$ cat config.mk
export PLATFORM = sky130hd
export DESIGN_NAME = sequential_divider_8_bit
export DESIGN_NICKNAME = d
export VERILOG_FILES = /design/src/rtl/sequential_divider_8_bit.sv
export SDC_FILE = /design/constraint.sdc
export NUM_CORES = 1
export LEC_CHECK = 0
export CORE_MARGIN = 4
export CORE_UTILIZATION = 46
export CTS_CLUSTER_DIAMETER = 200
export DETAILED_ROUTE_END_ITERATION = 12
export GPL_TIMING_DRIVEN = 1
export HOLD_SLACK_MARGIN = 0.1
export PLACE_DENSITY = 0.76
export SLEW_MARGIN = 20
export SYNTH_ARGS = -nofsm -noshare
export SYNTH_HDL_FRONTEND = slang
export SYNTH_SLANG_ARGS = --single-unit
export TNS_END_PERCENT = 100
$ cat constraint.sdc
create_clock -name clk -period 1.9 [get_ports clk]
set_input_delay 0.38 -clock clk [delete_from_list [all_inputs] [get_ports clk]]
set_output_delay 0.38 -clock clk [all_outputs]
set_load 0.01 [all_outputs]
$ cat src/rtl/sequential_divider_8_bit.sv
// Restoring divider: one quotient bit per clock.
// B==0 short-circuits to DONE with an all-ones quotient.
module sequential_divider_8_bit #(
  parameter int DIVIDEND_W = 8,
  parameter int DIVISOR_W  = 4
) (
  input  logic                  clk,
  input  logic                  rst,
  input  logic                  start,
  input  logic [DIVIDEND_W-1:0] A,
  input  logic [DIVISOR_W-1:0]  B,
  output logic [DIVIDEND_W-1:0] Q,
  output logic [DIVISOR_W-1:0]  R,
  output logic                  busy,
  output logic                  done,
  output logic                  div_by_zero
);

  localparam int CW = (DIVIDEND_W > 1) ? $clog2(DIVIDEND_W) : 1;

  typedef enum logic [1:0] {
    S_IDLE,
    S_CALC,
    S_DONE
  } state_t;

  state_t                state_q, state_d;
  logic [DIVIDEND_W-1:0] dvd_q, dvd_d;
  logic [DIVISOR_W:0]    rem_q, rem_d;
  logic [CW-1:0]         cnt_q, cnt_d;
  logic [DIVISOR_W-1:0]  b_q, b_d;
  logic [DIVIDEND_W-1:0] q_q, q_d;
  logic [DIVISOR_W-1:0]  r_q, r_d;
  logic                  dbz_q, dbz_d;

  logic [DIVISOR_W:0]    rem_sh;
  logic [DIVISOR_W:0]    rem_nx;
  logic                  qbit;
  logic [DIVIDEND_W-1:0] dvd_nx;

  // One restoring step: shift in the dividend MSB, subtract if it fits.
  always_comb begin
    rem_sh = {rem_q[DIVISOR_W-1:0], dvd_q[DIVIDEND_W-1]};
    qbit   = 1'b0;
    rem_nx = rem_sh;
    if (rem_sh >= {1'b0, b_q}) begin
      qbit   = 1'b1;
      rem_nx = rem_sh - {1'b0, b_q};
    end
    dvd_nx = {dvd_q[DIVIDEND_W-2:0], qbit};
  end

  // Next-state and register updates for the handshake FSM.
  always_comb begin
    state_d = state_q;
    dvd_d   = dvd_q;
    rem_d   = rem_q;
    cnt_d   = cnt_q;
    b_d     = b_q;
    q_d     = q_q;
    r_d     = r_q;
    dbz_d   = dbz_q;
    case (state_q)
      S_CALC: begin
        dvd_d = dvd_nx;
        rem_d = rem_nx;
        cnt_d = cnt_q + 1'b1;
        if (cnt_q == CW'(DIVIDEND_W - 1)) begin
          q_d     = dvd_nx;
          r_d     = rem_nx[DIVISOR_W-1:0];
          dbz_d   = 1'b0;
          cnt_d   = '0;
          state_d = S_DONE;
        end
      end
      default: begin
        if (start) begin
          b_d   = B;
          dbz_d = 1'b0;
          if (B == '0) begin
            q_d     = '1;
            r_d     = '0;
            dbz_d   = 1'b1;
            state_d = S_DONE;
          end else begin
            dvd_d   = A;
            rem_d   = '0;
            cnt_d   = '0;
            state_d = S_CALC;
          end
        end else begin
          state_d = S_IDLE;
        end
      end
    endcase
  end

  // State and datapath registers, cleared asynchronously.
  always_ff @(posedge clk or posedge rst) begin
    if (rst) begin
      state_q <= S_IDLE;
      dvd_q   <= '0;
      rem_q   <= '0;
      cnt_q   <= '0;
      b_q     <= '0;
      q_q     <= '0;
      r_q     <= '0;
      dbz_q   <= 1'b0;
    end else begin
      state_q <= state_d;
      dvd_q   <= dvd_d;
      rem_q   <= rem_d;
      cnt_q   <= cnt_d;
      b_q     <= b_d;
      q_q     <= q_d;
      r_q     <= r_d;
      dbz_q   <= dbz_d;
    end
  end

  assign Q           = q_q;
  assign R           = r_q;
  assign busy        = (state_q == S_CALC);
  assign done        = (state_q == S_DONE);
  assign div_by_zero = dbz_q;

endmodule

Word-level counts from Yosys, hierarchy flattened
Index checks and enable logic that the tools add are counted.
W data, S select, Z words.
{"block": "totals", "register_bits": 34, "in_bits": 15, "elab_cells": 52}
{"block": "classes", "n_addsub": 2, "magnitude_cmp": 1, "eq_ne": 5, "muxes": 28, "bitwise": 1, "reduce_logical": 7}
{"operator": "$mux W8", "count": 7}
{"operator": "$mux W4", "count": 8}
{"operator": "$mux W3", "count": 4}
{"operator": "$mux W2", "count": 4}
{"operator": "$reduce_and A2 Y1", "count": 3}
{"operator": "$ge A5 B4 Y1", "count": 1}
{"operator": "$mux W1", "count": 5}
{"operator": "$logic_not A4 Y1", "count": 1}
{"operator": "$reduce_bool A2 Y1", "count": 2}
{"operator": "$sub A4 B4 Y4", "count": 1}
{"operator": "$add A3 B1 Y3 const B", "count": 1}
{"operator": "$eq A3 B3 Y1 const B", "count": 1}
{"operator": "$reduce_and A3 Y1", "count": 1}
{"operator": "$eq A2 B1 Y1 const B", "count": 1}
{"operator": "$eq A2 B2 Y1 const B", "count": 1}
{"operator": "$ne A2 B1 Y1 const B", "count": 1}
{"operator": "$ne A2 B2 Y1 const B", "count": 1}
{"operator": "$not A1 Y1", "count": 1}

Depth between registers and ports, before layout
Gate-level depths: netlist (run 1).
{"block": "depth", "word_depth": 4, "ltp_mapped": 7}

Worst setup path after synthesis (run 1)
No wires, ideal clock.
{"block": "synth_timing", "path_kind": "flip-flop to flip-flop", "start": "register b_q[1]", "end": "register r_q[0], in the netlist R[0]", "t_arrival_ns": 1.731, "t_required_ns": 1.824, "slack_ns": 0.093, "path_stages_with_launch": 8, "n_path_buf": 0, "period_less_slack_ns": 1.807, "path_cell_list": "dfrtp_1 > inv_1 > ha_1 > or4_4 > a21oi_2 > nor2_2 > mux2_4 > o21ai_2"}
{"block": "synth_between", "elab_chain_len": 4}
{"element": "start, declared", "line": "31", "rtl": "logic [DIVISOR_W-1:0] b_q, b_d;"}
{"element": "start signal, assigned", "line": "105", "rtl": "b_q <= '0;"}
{"element": "start signal, assigned", "line": "114", "rtl": "b_q <= b_d;"}
{"element": "$ge A5 B4 Y1", "line": "46", "rtl": "if (rem_sh >= {1'b0, b_q}) begin"}
{"element": "$mux W4", "line": "46"}
{"element": "$mux W4", "line": "68", "rtl": "if (cnt_q == CW'(DIVIDEND_W - 1)) begin"}
{"element": "$mux W4", "line": "63", "rtl": "case (state_q)"}
{"element": "end signal, assigned", "line": "116", "rtl": "r_q <= r_d;"}
{"element": "end, declared", "line": "33", "rtl": "logic [DIVISOR_W-1:0] r_q, r_d;"}
No other way between the ends. The select of a mux whose other input is x is not followed.
A chain may end at the register's enable or synchronous reset.

Worst setup path after layout (run 1)
{"block": "layout_timing", "start": "register rem_q[0]", "end": "register rem_q[0]"}
{"block": "layout_between", "elab_chain_len": 3}
{"element": "start, declared", "line": "29", "rtl": "logic [DIVISOR_W:0] rem_q, rem_d;"}
{"element": "start signal, assigned", "line": "112", "rtl": "rem_q <= rem_d;"}
{"element": "$ge A5 B4 Y1", "line": "46"}
{"element": "$mux W4", "line": "46"}
{"element": "$mux W4", "line": "63"}
No other way between the ends.

==> run metrics, run 1 <==
Final Non-Filler Cells=between 200 and 300; Vias per Instance=5.33; final WL=~3800 um; critical path launch point type=flop; worst-path cell chain=ha_2, or4_4, a21oi_4, nor2_4, mux2_4, o21ai_2; Port Buf Inserts=29; Avg Inst Size Synth=9.90 um^2; RSZ-0062 raised after global routing=yes; CP Class=flop to flop; share of synthesized registers carrying an async set or reset=100%; Final Max Slew Viols=0; number of synthesized flops with an enable pin=0; drt initial violations=76; Wirelength per Cell=14.8 um; CTS Buf Count=5; syn nets=roughly 190; cell count after synthesis=between 150 and 200; Placed Instances=~250; Max Cap Viol=0; outcome=completed; # rows=21; post-route ant nets=0; Syn. warnings=0; Detail Placement HPWL=between 2000 and 3000 um; largest net degree at the start of global routing=35; # setup viols final=0; gr usage total=between 10% and 20%; commonest register cell after synthesis=dfrtp_1; CTS tree=yes; worst skew pair latency=roughly 340 ps; Initial Util=approximately half; maximum VDD drop=around 0.96 mV; CP max stage delay=540 ps; Crit Path Max Fanout=4; fin area=0.00219 mm^2; Setup Skew=12.0 ps; CTS Buffer Depth=2; Sink Count=34; RePlAce Congestion=just over 0.9; Critical path buffers and inverters=0; fin crit period=about 1900 ps; Layout Utilization=about 64%; Arr. time, crit path=around 2200 ps; Synth area leaders=dfrtp_1, nand2_1, ha_1; Max Clock Freq=about 0.53 GHz; part of the cycle the worst path needs=99.7%; final hold violations=0; post-synthesis sequential area ratio=approximately half; Hold Path Class=input pin to asynchronous set/reset pin; Fillers=262; Synth top area share=between 50 and 60%; DRC violations left=0; ant diodes=0; Die W=around 68 um; Yosys reg bits=34; most instantiated library cell after synthesis=dfrtp_1; Area growth syn-to-layout=33.0%; Mapped Area=about 0.0016 mm^2; die area=approximately 0.0046 mm^2; Final nets=between 200 and 250; Netlist cell types=36; top post-synthesis cells by count=dfrtp_1, nand2_1, nor2_1; 1st-pass router iterations=4; placed cell area=around 0.0021 mm^2; Worst setup EP type=flop; cell taking the most area after synthesis=dfrtp_1; Pwr Density=between 1500 and 2000 mW/mm^2; number of global-route vias before repair=~1.4k; Tightest Pin Transition=approximately 440 ps; Leak=between 0.9 and 1 nW; CP required=about 2200 ps; delay-heaviest family, CP=simple AND/OR/NAND/NOR gates; DR vias=roughly 1.4k; layout cell share with drive strength beyond 1=roughly 22%; Die Y=just under 70 um; first-pass GRT wire length=~6400 um; Core ar.=~0.0034 mm^2; H-tree Lvls=2; Worst path slowest cell=or4_4; clock slew at reported path FFs=100 ps; initial antenna violation count=0; Rel. slew slack=~71%; CTS root buffer=clkbuf_4; Tot Pwr=approximately 0.0040 W; I/O pin total=30; GR Overflow Total=0
==> cell families after synthesis <==
family	after synthesis	synth area share (%)
compound gates	36	14.0
flops	34	51.8
xor+xnor	2	1.07
buf+inv	13	3.50
simple gates	66	18.0
mux	8	5.86
fa+ha+maj	7	5.78
==> final cells by class <==
| cell class | count | area (um^2) | area share [%] |
|---|---|---|---|
| clock buffer | 5 | 37.5 | 1.72 |
| clock inverter | 2 | 10.0 | 0.458 |
| inverter | 7 | 26.3 | 1.20 |
| multi-input combinational | 119 | 769 | 35.2 |
| sequential | 34 | 852 | 39.0 |
| tap | 46 | 57.6 | 2.63 |
| timing repair buffer | 46 | 433 | 19.8 |
==> power breakdown <==
| part | internal [W] | total (W) | switching, W | leakage, nW |
|---|---|---|---|---|
| Clock | 0.000133 | 0.000364 | 0.000231 | 0.0308 |
| Combinational | 0.00121 | 0.00241 | 0.00120 | 0.554 |
| Sequential | 0.00107 | 0.00127 | 0.000198 | 0.390 |
| Total | 0.00241 | 0.00404 | 0.00163 | 0.974 |
==> sequential cells by signal, indices dropped and copies added (netlist names) <==
signal and cells:
cnt_q 3, state_q 2, rem_q 4, div_by_zero 1, b_q 4, R 4, dvd_q 8, Q 8
==> worst paths after layout <==
check / startpoint / end / slack, ps / cells past startpoint
setup / recovery: rem_q[0] / rem_q[0] / 5 / 6
hold / removal: rst / cnt_q[1] / 420 / 3
setup reg to reg: rem_q[0] / rem_q[0] / 5 / 6
hold reg to reg: R[3] / R[3] / 510 / 2
max in group asynchronous: rst / rem_q[1] / 1130 / 3
min in group clk: R[3] / R[3] / 510 / 2
==> per-layer routing <==
layer  global-route usage [%]  share of wire, %  vias up
li1                         -                 -      663
met1                     22.6                41      666
met2                     31.7                51       43
met3                     6.32               5.9        9
met4                     8.19               2.1        0
met5                        0                 0        -
==> cells in the final DEF, fill, tap and decap left out, types with 6 or more instances in the layout <==
cell type        synthesis  routed
a31oi_1                  8       8
nand3_1                  9       9
o21ai_0                  8       8
buf_4                    0      16
inv_1                    6       6
nand2_1                 24      24
nor2_1                  20      20
clkdlybuf4s50_1          0      28
dfrtp_1                 34      33
a21oi_1                  9       9
==> worst register-to-register path: stages, from the launching register on <==
cell,delay [ps]
dfrtp_1,400
ha_2,200
or4_4,540
a21oi_4,160
nor2_4,80
mux2_4,340
o21ai_2,110
==> metrics by stage <==
| stage | hold slack, ps | setup slack, ps | setup TNS, ps |
|---|---|---|---|
| 6_report | 425 | 5.28 | 0 |
| 5_1_grt | 474 | -45.9 | -210 |
| 4_1_cts | 448 | 13.7 | 0 |
| 3_5_place_dp | 497 | -61.0 | -455 |
| 3_3_place_gp | 485 | -25.9 | -174 |
| 2_1_floorplan | 479 | 93.0 | 0 |
==> repair_timing <==
item	CTS	global route
resized for setup	5	3
hold buffers	0	0
endpoints found under the hold margin	0	0
setup buffers	0	3
setup endpoints to repair	5	8
pin swaps	0	0
Power figures use the tool's default switching activity.
==> run 2, diff against run 1 <==
--- a/config.mk
+++ b/config.mk
@@ -6,12 +6,12 @@
 export NUM_CORES = 1
 export LEC_CHECK = 0
 export CORE_MARGIN = 4
-export CORE_UTILIZATION = 46
+export CORE_UTILIZATION = 55
 export CTS_CLUSTER_DIAMETER = 200
 export DETAILED_ROUTE_END_ITERATION = 12
 export GPL_TIMING_DRIVEN = 1
 export HOLD_SLACK_MARGIN = 0.1
-export PLACE_DENSITY = 0.76
+export PLACE_DENSITY = 0.85
 export SLEW_MARGIN = 20
 export SYNTH_ARGS = -nofsm -noshare
 export SYNTH_HDL_FRONTEND = slang
==> constraint.sdc (replaced) <==
create_clock -name clk -period 2.35 [get_ports clk]
set_input_delay 0.47 -clock clk [delete_from_list [all_inputs] [get_ports clk]]
set_output_delay 0.47 -clock clk [all_outputs]
set_load 0.01 [all_outputs]
==> run 2 against run 1 <==
  * Die area down 15%
  * Clock skew about the same
  * Clock power up 55%
  * Routed wire length down 4.3%
  * Register-to-register slack better by 380 ps
  * Largest cell class unchanged
  * Highest routed layer unchanged
==> run metrics, run 2 (same netlist as run 1, synthesis figures left out) <==
outcome=completed; initial antenna violation count=0; post-CTS sizing=0; # rows=19; Hold Path Class=input pin to asynchronous set/reset pin; # setup viols final=0; Arr. time, crit path=1600 ps; Initial Util=58.6%; CTS Buf Count=5; DR vias=about 1.3k; Worst path slowest cell=clkdlybuf4s50_1; Max Clock Freq=just under 0.5 GHz; Pwr Density=approximately 1600 mW/mm^2; CTS Buffer Depth=2; critical path launch point type=flop; DRC violations left=0; largest net degree at the start of global routing=35; Die W=62.7 um; final WL=3660 um; maximum VDD drop=0.965 mV; Final Max Slew Viols=0; drt initial violations=84; Detail Placement HPWL=approximately 2700 um; Port Buf Inserts=29; Rel. slew slack=66.7%; Worst setup EP type=output pin; Crit Path Max Fanout=7; worst-path cell chain=nand2b_1, clkinv_1, clkdlybuf4s50_1; Final nets=between 200 and 250; Setup Skew=roughly 12 ps; Leak=around 0.93 nW; CP required=between 1500 and 2000 ps; post-route ant nets=0; Post-CTS Repair Setup Buffers=0; CP Class=flop to output pin; ant diodes=0; final hold violations=0; fin crit period=around 2100 ps; Reg2Reg Depth=6; Tightest Pin Transition=slightly below 500 ps; 1st-pass router iterations=5; Core ar.=roughly 0.0028 mm^2; RePlAce Congestion=about 0.8; commonest cells after routing, fill and taps aside=dfrtp_1, clkdlybuf4s50_1, nand2_1; Sink Count=34; die area=0.00393 mm^2; fin area=~0.0021 mm^2; CTS tree=yes; clock slew at reported path FFs=110 ps; first-pass GRT wire length=6340 um; Vias per Instance=5.75; gr usage total=about a fifth; Area growth syn-to-layout=27.2%; CTS root buffer=clkbuf_4; Wirelength per Cell=about 16 um; I/O pin total=30; part of the cycle the worst path needs=between 80 and 90%; commonest non-fill, non-tap cell in the layout=dfrtp_1; number of hold buffers added after cts=0; worst skew pair latency=between 300 and 400 ps; H-tree Lvls=2; setup TNS=0 ps; Max Cap Viol=0; layout cell share with drive strength beyond 1=14.9%; GR Overflow Total=0; RSZ-0062 raised after global routing=no; Die Y=between 60 and 70 um; placed cell area=0.00198 mm^2; CP max stage delay=approximately 560 ps; number of global-route vias before repair=~1.4k
==> run 2: final cells by class <==
cell class	count	area [um^2]
tap	31	38.8
clock buffer	6	51.3
timing repair buffer	34	328
multi-input combinational	119	736
sequential	34	851
fill	221	714
inverter	7	26.3
clock inverter	2	60.1
==> run 2: per-stage QoR <==
step	instances	worst slack, ps	total power, W	util [%]	hold slack, ps
after detailed placement	225	130	0.00272	70.6	498
final	233	277	0.00327	74.5	502
after floorplan	166	543	0.00219	-	479
after CTS	233	264	0.00329	74.5	505
after global routing	233	187	0.00354	74.5	538
after global placement	225	208	0.00262	70.6	486
==> run 2: report_power, final <==
group	switching, W	internal (W)
registers	0.000169	0.000864
clock network	0.000204	0.000360
logic	0.000854	0.000823
total	0.00123	0.00205
==> run 2: worst max-delay path: cells and delay by family, from the launching register on <==
kind                   cells  cell delay (ps)
and+or+nand+nor            1              160
buffers and inverters      2              710
DFF                        1              390
==> run 2: routing by layer <==
metal	routed length (um)	track usage (%)	part of all wire [%]
met5	0	0	0
met4	80	9.92	2.2
met3	215	6.65	5.9
met2	1800	33.2	49
met1	1570	25.8	43
==> run 2: final timing paths <==
kind	from	endpoint	slack (ps)
max	state_q[1]	busy	280
min	rst	Q[4]	500
max reg2reg	rem_q[0]	rem_q[1]	390
min reg2reg	R[3]	R[3]	520
max in group asynchronous	rst	rem_q[1]	1530
min in group clk	R[3]	R[3]	520
